--- config.mk ---
export PLATFORM = sky130hd
export DESIGN_NAME = autocorr_mac_flat
export DESIGN_NICKNAME = d
export VERILOG_FILES = /design/src/rtl/g729_acorr_pkg.sv /design/src/rtl/autocorr_mac_if.sv /design/src/rtl/autocorr_mac_l_mac_sat.sv /design/src/rtl/autocorr_mac.sv /design/src/flat_wrapper.sv
export SDC_FILE = /design/constraint.sdc
export NUM_CORES = 1
export LEC_CHECK = 0
export BUFFER_PORTS_ARGS = -buffer_cell sky130_fd_sc_hd__buf_2
export CORE_MARGIN = 3
export CORE_UTILIZATION = 28
export DETAILED_ROUTE_END_ITERATION = 8
export GPL_ROUTABILITY_DRIVEN = 0
export PLACE_DENSITY_LB_ADDON = 0.15
export SETUP_SLACK_MARGIN = 0.1
export SLEW_MARGIN = 20
export SYNTH_ARGS = -nofsm -noshare
export SYNTH_HDL_FRONTEND = slang
export SYNTH_SLANG_ARGS = --single-unit
--- constraint.sdc ---
create_clock -name clock -period 4.7 [get_ports clock]
set_input_delay 0.235 -clock clock [delete_from_list [all_inputs] [get_ports clock]]
set_output_delay 0.235 -clock clock [all_outputs]
set_load 0.05 [all_outputs]
--- src/rtl/g729_acorr_pkg.sv ---
// Shared constants and FSM encoding for the autocorrelation stage.
package g729_acorr_pkg;

  localparam int L_WINDOW = 240;
  localparam int M        = 10;
  localparam int XADDR_W  = 8;
  localparam int RADDR_W  = 4;

  localparam logic [31:0] MAX_32 = 32'h7FFF_FFFF;
  localparam logic [31:0] MIN_32 = 32'h8000_0000;

  localparam logic [3:0] SHIFT_STEP = 4'd2;
  localparam logic [3:0] SHIFT_MAX  = 4'd14;

  typedef enum logic [2:0] {
    ST_IDLE,
    ST_INIT,
    ST_RUN,
    ST_DRAIN,
    ST_WRITE,
    ST_FIN
  } acorr_state_t;

endpackage

--- src/rtl/autocorr_mac_if.sv ---
// Control, sample-memory and result-memory signals of the autocorrelation engine.
// shiftOut exists only when ACORR_OVF_RETRY_EN is defined.
interface autocorr_mac_if;
  import g729_acorr_pkg::*;

  logic               start;
  logic [XADDR_W-1:0] xAddrA;
  logic [XADDR_W-1:0] xAddrB;
  logic [15:0]        xInA;
  logic [15:0]        xInB;
  logic [31:0]        outData;
  logic [RADDR_W-1:0] outAddr;
  logic               outWrite;
  logic               busy;
  logic               done;
  logic               ovf;
`ifdef ACORR_OVF_RETRY_EN
  logic [3:0]         shiftOut;

  modport slave (
    input  start, xInA, xInB,
    output xAddrA, xAddrB, outData, outAddr, outWrite, busy, done, ovf, shiftOut
  );
  modport master (
    output start, xInA, xInB,
    input  xAddrA, xAddrB, outData, outAddr, outWrite, busy, done, ovf, shiftOut
  );
`else
  modport slave (
    input  start, xInA, xInB,
    output xAddrA, xAddrB, outData, outAddr, outWrite, busy, done, ovf
  );
  modport master (
    output start, xInA, xInB,
    input  xAddrA, xAddrB, outData, outAddr, outWrite, busy, done, ovf
  );
`endif
endinterface

--- src/rtl/autocorr_mac_l_mac_sat.sv ---
// L_mac building block: registered saturating 2*a*b product and a saturating
// 32-bit add of that product onto an external accumulator.
module l_mac_sat
  import g729_acorr_pkg::*;
(
  input  logic        clock,
  input  logic        reset,
  input  logic        mul_en_i,
  input  logic [15:0] a_i,
  input  logic [15:0] b_i,
  input  logic [31:0] acc_i,
  output logic        prod_sat_o,
  output logic [31:0] sum_o,
  output logic        sum_sat_o
);

  logic signed [31:0] raw;
  logic [31:0]        prod_q, prod_d;
  logic               prod_sat_q, prod_sat_d;
  logic [32:0]        wide;

  assign raw = 32'($signed(a_i)) * 32'($signed(b_i));

  // Only -1.0 * -1.0 overflows when doubled.
  always_comb begin
    prod_d     = {raw[30:0], 1'b0};
    prod_sat_d = 1'b0;
    if (raw == 32'sh4000_0000) begin
      prod_d     = MAX_32;
      prod_sat_d = 1'b1;
    end
  end

  always_ff @(posedge clock or negedge reset) begin
    if (!reset) begin
      prod_q     <= '0;
      prod_sat_q <= 1'b0;
    end else if (mul_en_i) begin
      prod_q     <= prod_d;
      prod_sat_q <= prod_sat_d;
    end
  end

  assign wide       = {acc_i[31], acc_i} + {prod_q[31], prod_q};
  assign sum_sat_o  = wide[32] ^ wide[31];
  assign sum_o      = sum_sat_o ? (wide[32] ? MIN_32 : MAX_32) : wide[31:0];
  assign prod_sat_o = prod_sat_q;

endmodule

--- src/rtl/autocorr_mac.sv ---
// Autocorrelation engine: computes r[0..M] over the windowed buffer with L_mac arithmetic.
// Defining ACORR_OVF_RETRY_EN rescales the samples and reruns when r[0] saturates.
module autocorr_mac
  import g729_acorr_pkg::*;
(
  input  logic          clock,
  input  logic          reset,
  autocorr_mac_if.slave bus
);

  acorr_state_t       state_q, state_d;
  logic [XADDR_W-1:0] i_q, i_d;
  logic [RADDR_W-1:0] k_q, k_d;
  logic [1:0]         drain_q, drain_d;
  logic [31:0]        acc_q, acc_d;
  logic [31:0]        out_data_q, out_data_d;
  logic               ovf_q, ovf_d;
  logic               data_vld_q, prod_vld_q;
  logic [15:0]        op_a, op_b;
  logic [31:0]        sum;
  logic               prod_sat, sum_sat;

`ifdef ACORR_OVF_RETRY_EN
  logic [3:0] shift_q, shift_d;
  assign op_a         = $signed(bus.xInA) >>> shift_q;
  assign op_b         = $signed(bus.xInB) >>> shift_q;
  assign bus.shiftOut = shift_q;
`else
  assign op_a = bus.xInA;
  assign op_b = bus.xInB;
`endif

  l_mac_sat u_mac (
    .clock      (clock),
    .reset      (reset),
    .mul_en_i   (data_vld_q),
    .a_i        (op_a),
    .b_i        (op_b),
    .acc_i      (acc_q),
    .prod_sat_o (prod_sat),
    .sum_o      (sum),
    .sum_sat_o  (sum_sat)
  );

  always_comb begin
    state_d    = state_q;
    i_d        = i_q;
    k_d        = k_q;
    acc_d      = acc_q;
    ovf_d      = ovf_q;
    drain_d    = drain_q;
    out_data_d = out_data_q;
`ifdef ACORR_OVF_RETRY_EN
    shift_d    = shift_q;
`endif
    if (prod_vld_q) begin
      acc_d = sum;
      if (prod_sat || sum_sat) ovf_d = 1'b1;
    end
    case (state_q)
      ST_IDLE: begin
        if (bus.start) begin
          state_d = ST_INIT;
          ovf_d   = 1'b0;
`ifdef ACORR_OVF_RETRY_EN
          shift_d = '0;
`endif
        end
      end
      ST_INIT: begin
        k_d     = '0;
        i_d     = '0;
        acc_d   = 32'd1;
        state_d = ST_RUN;
      end
      ST_RUN: begin
        if (i_q == XADDR_W'(L_WINDOW - 1)) begin
          drain_d = '0;
          state_d = ST_DRAIN;
        end else begin
          i_d = i_q + XADDR_W'(1);
        end
      end
      ST_DRAIN: begin
        if (drain_q == 2'd2) begin
          state_d = ST_WRITE;
`ifdef ACORR_OVF_RETRY_EN
          // A saturated r[0] discards the pass and restarts with smaller operands.
          if (k_q == '0 && ovf_q && shift_q < SHIFT_MAX) begin
            shift_d = shift_q + SHIFT_STEP;
            ovf_d   = 1'b0;
            state_d = ST_INIT;
          end
`endif
        end else begin
          drain_d = drain_q + 2'd1;
        end
      end
      ST_WRITE: begin
        out_data_d = acc_q;
        if (k_q < RADDR_W'(M)) begin
          k_d     = k_q + RADDR_W'(1);
          i_d     = XADDR_W'(k_q) + XADDR_W'(1);
          acc_d   = '0;
          state_d = ST_RUN;
        end else begin
          state_d = ST_FIN;
        end
      end
      ST_FIN:  state_d = ST_IDLE;
      default: state_d = ST_IDLE;
    endcase
  end

  always_ff @(posedge clock or negedge reset) begin
    if (!reset) begin
      state_q    <= ST_IDLE;
      i_q        <= '0;
      k_q        <= '0;
      drain_q    <= '0;
      acc_q      <= '0;
      out_data_q <= '0;
      ovf_q      <= 1'b0;
      data_vld_q <= 1'b0;
      prod_vld_q <= 1'b0;
`ifdef ACORR_OVF_RETRY_EN
      shift_q    <= '0;
`endif
    end else begin
      state_q    <= state_d;
      i_q        <= i_d;
      k_q        <= k_d;
      drain_q    <= drain_d;
      acc_q      <= acc_d;
      out_data_q <= out_data_d;
      ovf_q      <= ovf_d;
      data_vld_q <= (state_q == ST_RUN);
      prod_vld_q <= data_vld_q;
`ifdef ACORR_OVF_RETRY_EN
      shift_q    <= shift_d;
`endif
    end
  end

  assign bus.xAddrA   = i_q;
  assign bus.xAddrB   = i_q - XADDR_W'(k_q);
  assign bus.outAddr  = k_q;
  assign bus.outWrite = (state_q == ST_WRITE);
  assign bus.outData  = (state_q == ST_WRITE) ? acc_q : out_data_q;
  assign bus.busy     = (state_q != ST_IDLE) && (state_q != ST_FIN);
  assign bus.done     = (state_q == ST_FIN);
  assign bus.ovf      = ovf_q;

endmodule
--- src/flat_wrapper.sv ---
// flat-port wrapper written by rule: the top's interface ports become plain ports
module autocorr_mac_flat import g729_acorr_pkg::*;
  (clock, reset, bus_start, bus_xInA, bus_xInB, bus_xAddrA, bus_xAddrB, bus_outData, bus_outAddr, bus_outWrite, bus_busy, bus_done, bus_ovf);
  autocorr_mac_if bus_i ();
  input  logic clock;
  input  logic reset;
  input wire logic [$bits(bus_i.start)-1:0] bus_start;
  input wire logic [$bits(bus_i.xInA)-1:0] bus_xInA;
  input wire logic [$bits(bus_i.xInB)-1:0] bus_xInB;
  output wire logic [$bits(bus_i.xAddrA)-1:0] bus_xAddrA;
  output wire logic [$bits(bus_i.xAddrB)-1:0] bus_xAddrB;
  output wire logic [$bits(bus_i.outData)-1:0] bus_outData;
  output wire logic [$bits(bus_i.outAddr)-1:0] bus_outAddr;
  output wire logic [$bits(bus_i.outWrite)-1:0] bus_outWrite;
  output wire logic [$bits(bus_i.busy)-1:0] bus_busy;
  output wire logic [$bits(bus_i.done)-1:0] bus_done;
  output wire logic [$bits(bus_i.ovf)-1:0] bus_ovf;
  assign bus_i.start = bus_start;
  assign bus_i.xInA = bus_xInA;
  assign bus_i.xInB = bus_xInB;
  assign bus_xAddrA = bus_i.xAddrA;
  assign bus_xAddrB = bus_i.xAddrB;
  assign bus_outData = bus_i.outData;
  assign bus_outAddr = bus_i.outAddr;
  assign bus_outWrite = bus_i.outWrite;
  assign bus_busy = bus_i.busy;
  assign bus_done = bus_i.done;
  assign bus_ovf = bus_i.ovf;
  autocorr_mac u_core (.clock(clock), .reset(reset), .bus(bus_i));
endmodule
==> flow_metrics.tcl <==
set metrics [dict create \
    outcome "finished, violations left" \
    failed_checks "negative setup slack" \
    area_growth_pct 24.1 \
    clk_latency_ps 420 \
    via_count 13200 \
    r2r-end "u_core.acc_q[0]$_DFF_PN0_" \
    wire_per_inst_um 15.6 \
    yosys.area_share.adder 0.409 \
    synth-seq-cells 116 \
    tns_ps -38060 \
    skew_ps 10.5 \
    ys_seq_area_frac 0.175 \
    dr.pass1.iters 5 \
    critPathMaxFanout 11 \
    start_util 0.285 \
    fillers 6001 \
    synth_top_area_share 0.318 \
    cts_num_sinks 116 \
    drv_slew 0 \
    maxCapViolations 0 \
    avgSynthCellArea_um2 9.15 \
    drt_iter0_drc 407 \
    dieArea_um2 62300 \
    fp.coreArea_um2 58200 \
    gr-total-overflow 0 \
    max-slew-margin-rel 0.529 \
    antenna_left 0 \
    placementRows 88 \
    dp_slack_ps -2140 \
    synth-xor-area-share 0.0364 \
    grt_max_degree 77 \
    post-route-period-util 1.26 \
    rsz0062_at_grt "yes" \
    hold_class "in -> reg" \
    first_global_vias 14500 \
    min_from "bus_start" \
    regArea_um2 2900 \
    grt_pass1_wl_um 75900 \
    vias_per_cell 4.59 \
    worstMarginPinSlew_ps 706 \
    regToRegStartpoint "u_core.u_mac.prod_q[0]$_DFFE_PN0P_" \
    ff2ff_path_depth 11 \
    drc 0 \
    grt_usage 0.149 \
    synth_edf_count 0 \
    htree_levels 4 \
    final_common_cell "nand2_1" \
    root_buffer "clkbuf_16" \
    hpwl_um 37800 \
    most-common-layout-cells "nand2_1 (293), fa_1 (259), inv_1 (246)" \
    m1WireLength_um 20700 \
    cts_buffers 17 \
    yosys_warnings 0 \
    max_stage_delay_ps 580 \
    cp-start-kind "input port" \
    finalSetupViolations 32 \
    muxShareOfSynthArea 0.00918 \
    wl_met3_um 733 \
    async_flop_share 1.00 \
    final_hold_viol_count 0 \
    yosys.area.top_type "fa_1" \
    n_antenna_cell 0 \
    clk_path_buf_depth 2 \
    fp.dieH_um 250 \
    cp_slowest_cell "fa_1" \
    r2r_setup_slack_ps 1030 \
    antenna_found_initial 0 \
    highest_layer "met4" \
    synth.distinct_cells 77 \
    end_kind "register" \
    worst_slack_ps -1230 \
    ys.flop_type "dfrtp_1" \
    cts_tree "done" \
    synth_compound_area_frac 0.113 \
    max_freq_mhz 169 \
    cp_data_arrival_time_ps 6280 \
    die_x_um 250 \
    synth_top_family_by_area "adder cells" \
    path_class "in -> reg" \
    hold-path-cell-count 3 \
    drive_gt1_frac 0.214 \
    synth_simple_gate_area_frac 0.183 \
    synth_nets 2236 \
    synthCells 1816 \
    fin_util 0.354 \
    port_buffers 90 \
    fin_crit_ps 5930 \
    fin_nets 2519 \
    clk_pin_slew_ps 60 \
    io_pins 91 \
    routed-wl-met2_um 23000 \
    multiInputGateArea_um2 12800 \
    syn_area_um2 16600 \
    yosys-top-cells-area "fa_1 (32%), dfrtp_1 (17%), ha_1 (9.1%), nand2_1 (6.7%), inv_1 (5.7%)" \
    wl_um 44800 \
    cp_data_required_time_ps 5050 \
    hold_path_end "u_core.bus.ovf$_DFF_PN0_" \
]
-- final cells by class --
class,count,area share
multi-input cells,1381,0.620
flip-flops and latches,116,0.141
repair buffers,331,0.115
well taps,765,0.0464
inverters,252,0.0459
clock buffers,24,0.0238
clock inverters,8,0.00825
-- timing repair --
action                                  in CTS  in global routing
hold endpoints to repair                     0                 75
resized for setup                           38                 26
endpoints found under the setup margin      32                 32
pin swaps                                    8                 18
setup buffers                                1                  7
hold buffers                                 0                  1
gates cloned                                 0                  0
-- registers in the layout (all words and copies together), names as in the netlist --
signal and count:
u_core.out_data_q 32, u_core.u_mac.prod_q 32, u_core.data_vld_q 1, u_core.state_q 3
u_core.drain_q 2, u_core.acc_q 32, u_core.bus.ovf 1, u_core.prod_vld_q 1
u_core.bus.xAddrA 8, u_core.bus.outAddr 4
-- layer usage --
layer	GRT usage	vias up
met5	0	-
met1	0.195	6670
li1	-	6405
met2	0.270	104
met4	0.0230	0
met3	0.0151	27
-- worst max path at each step --
stage	start	to	slack, ps	cells after the start
6_report	bus_xInB[6]	u_core.u_mac.prod_q[29]$_DFFE_PN0P_	-1230	25
5_1_grt	bus_xInA[8]	u_core.u_mac.prod_q[27]$_DFFE_PN0P_	-1440	23
4_1_cts	bus_xInB[6]	u_core.u_mac.prod_q[29]$_DFFE_PN0P_	-1180	25
3_5_place_dp	bus_xInB[2]	u_core.u_mac.prod_q[16]$_DFFE_PN0P_	-2140	26
3_3_place_gp	bus_xInB[2]	u_core.u_mac.prod_q[0]$_DFFE_PN0P_	-2130	26
2_1_floorplan	bus_xInB[2]	u_core.u_mac.prod_q[30]$_DFFE_PN0P_	-1190	22
-- cell usage after synthesis (9+ instances only) --
library cell	instances
nand2_1	298
fa_1	264
inv_1	252
and2_1	135
ha_1	121
dfrtp_1	116
nor2_1	92
a21oi_1	64
o21ai_0	61
clkbuf_1	57
xnor2_1	38
a211oi_1	31
nand3_1	27
xor2_1	24
a21o_1	19
nor3_1	14
mux2i_1	13
nand2b_1	13
nand4_1	13
nor2b_1	12
o211ai_1	9
o21a_1	9
or3_1	9
-- critical path: cells and delay by family --
kind                     cells  cell delay [ps]
buffers and inverters        8             1050
AND/OR/NAND/NOR              5              880
adder cells (fa/ha/maj)      7             3270
AO/OA/AOI/OAI                5              840
-- stage by stage --
step | instance area [um^2] | instances | hold WS (ps)
after global routing | 20600 | 2877 | 202
after detailed placement | 19700 | 2836 | 457
after floorplan | 16800 | 1816 | -60.6
final | 20600 | 2877 | 213
after global placement | 19700 | 2836 | 454
after CTS | 20500 | 2869 | 18.4
-- logic make-up (layout without fill, tap and decap cells) --
group | after synthesis | in the layout
simple gates | 643 | 643
xor+xnor | 65 | 65
buf+inv | 319 | 615
flops | 116 | 116
mux | 15 | 15
compound gates | 273 | 273
fa+ha+maj | 385 | 385
Power is left out: the tool's default activity adds up to more than one toggle a clock period on the data nets, which glitch-free logic cannot reach.
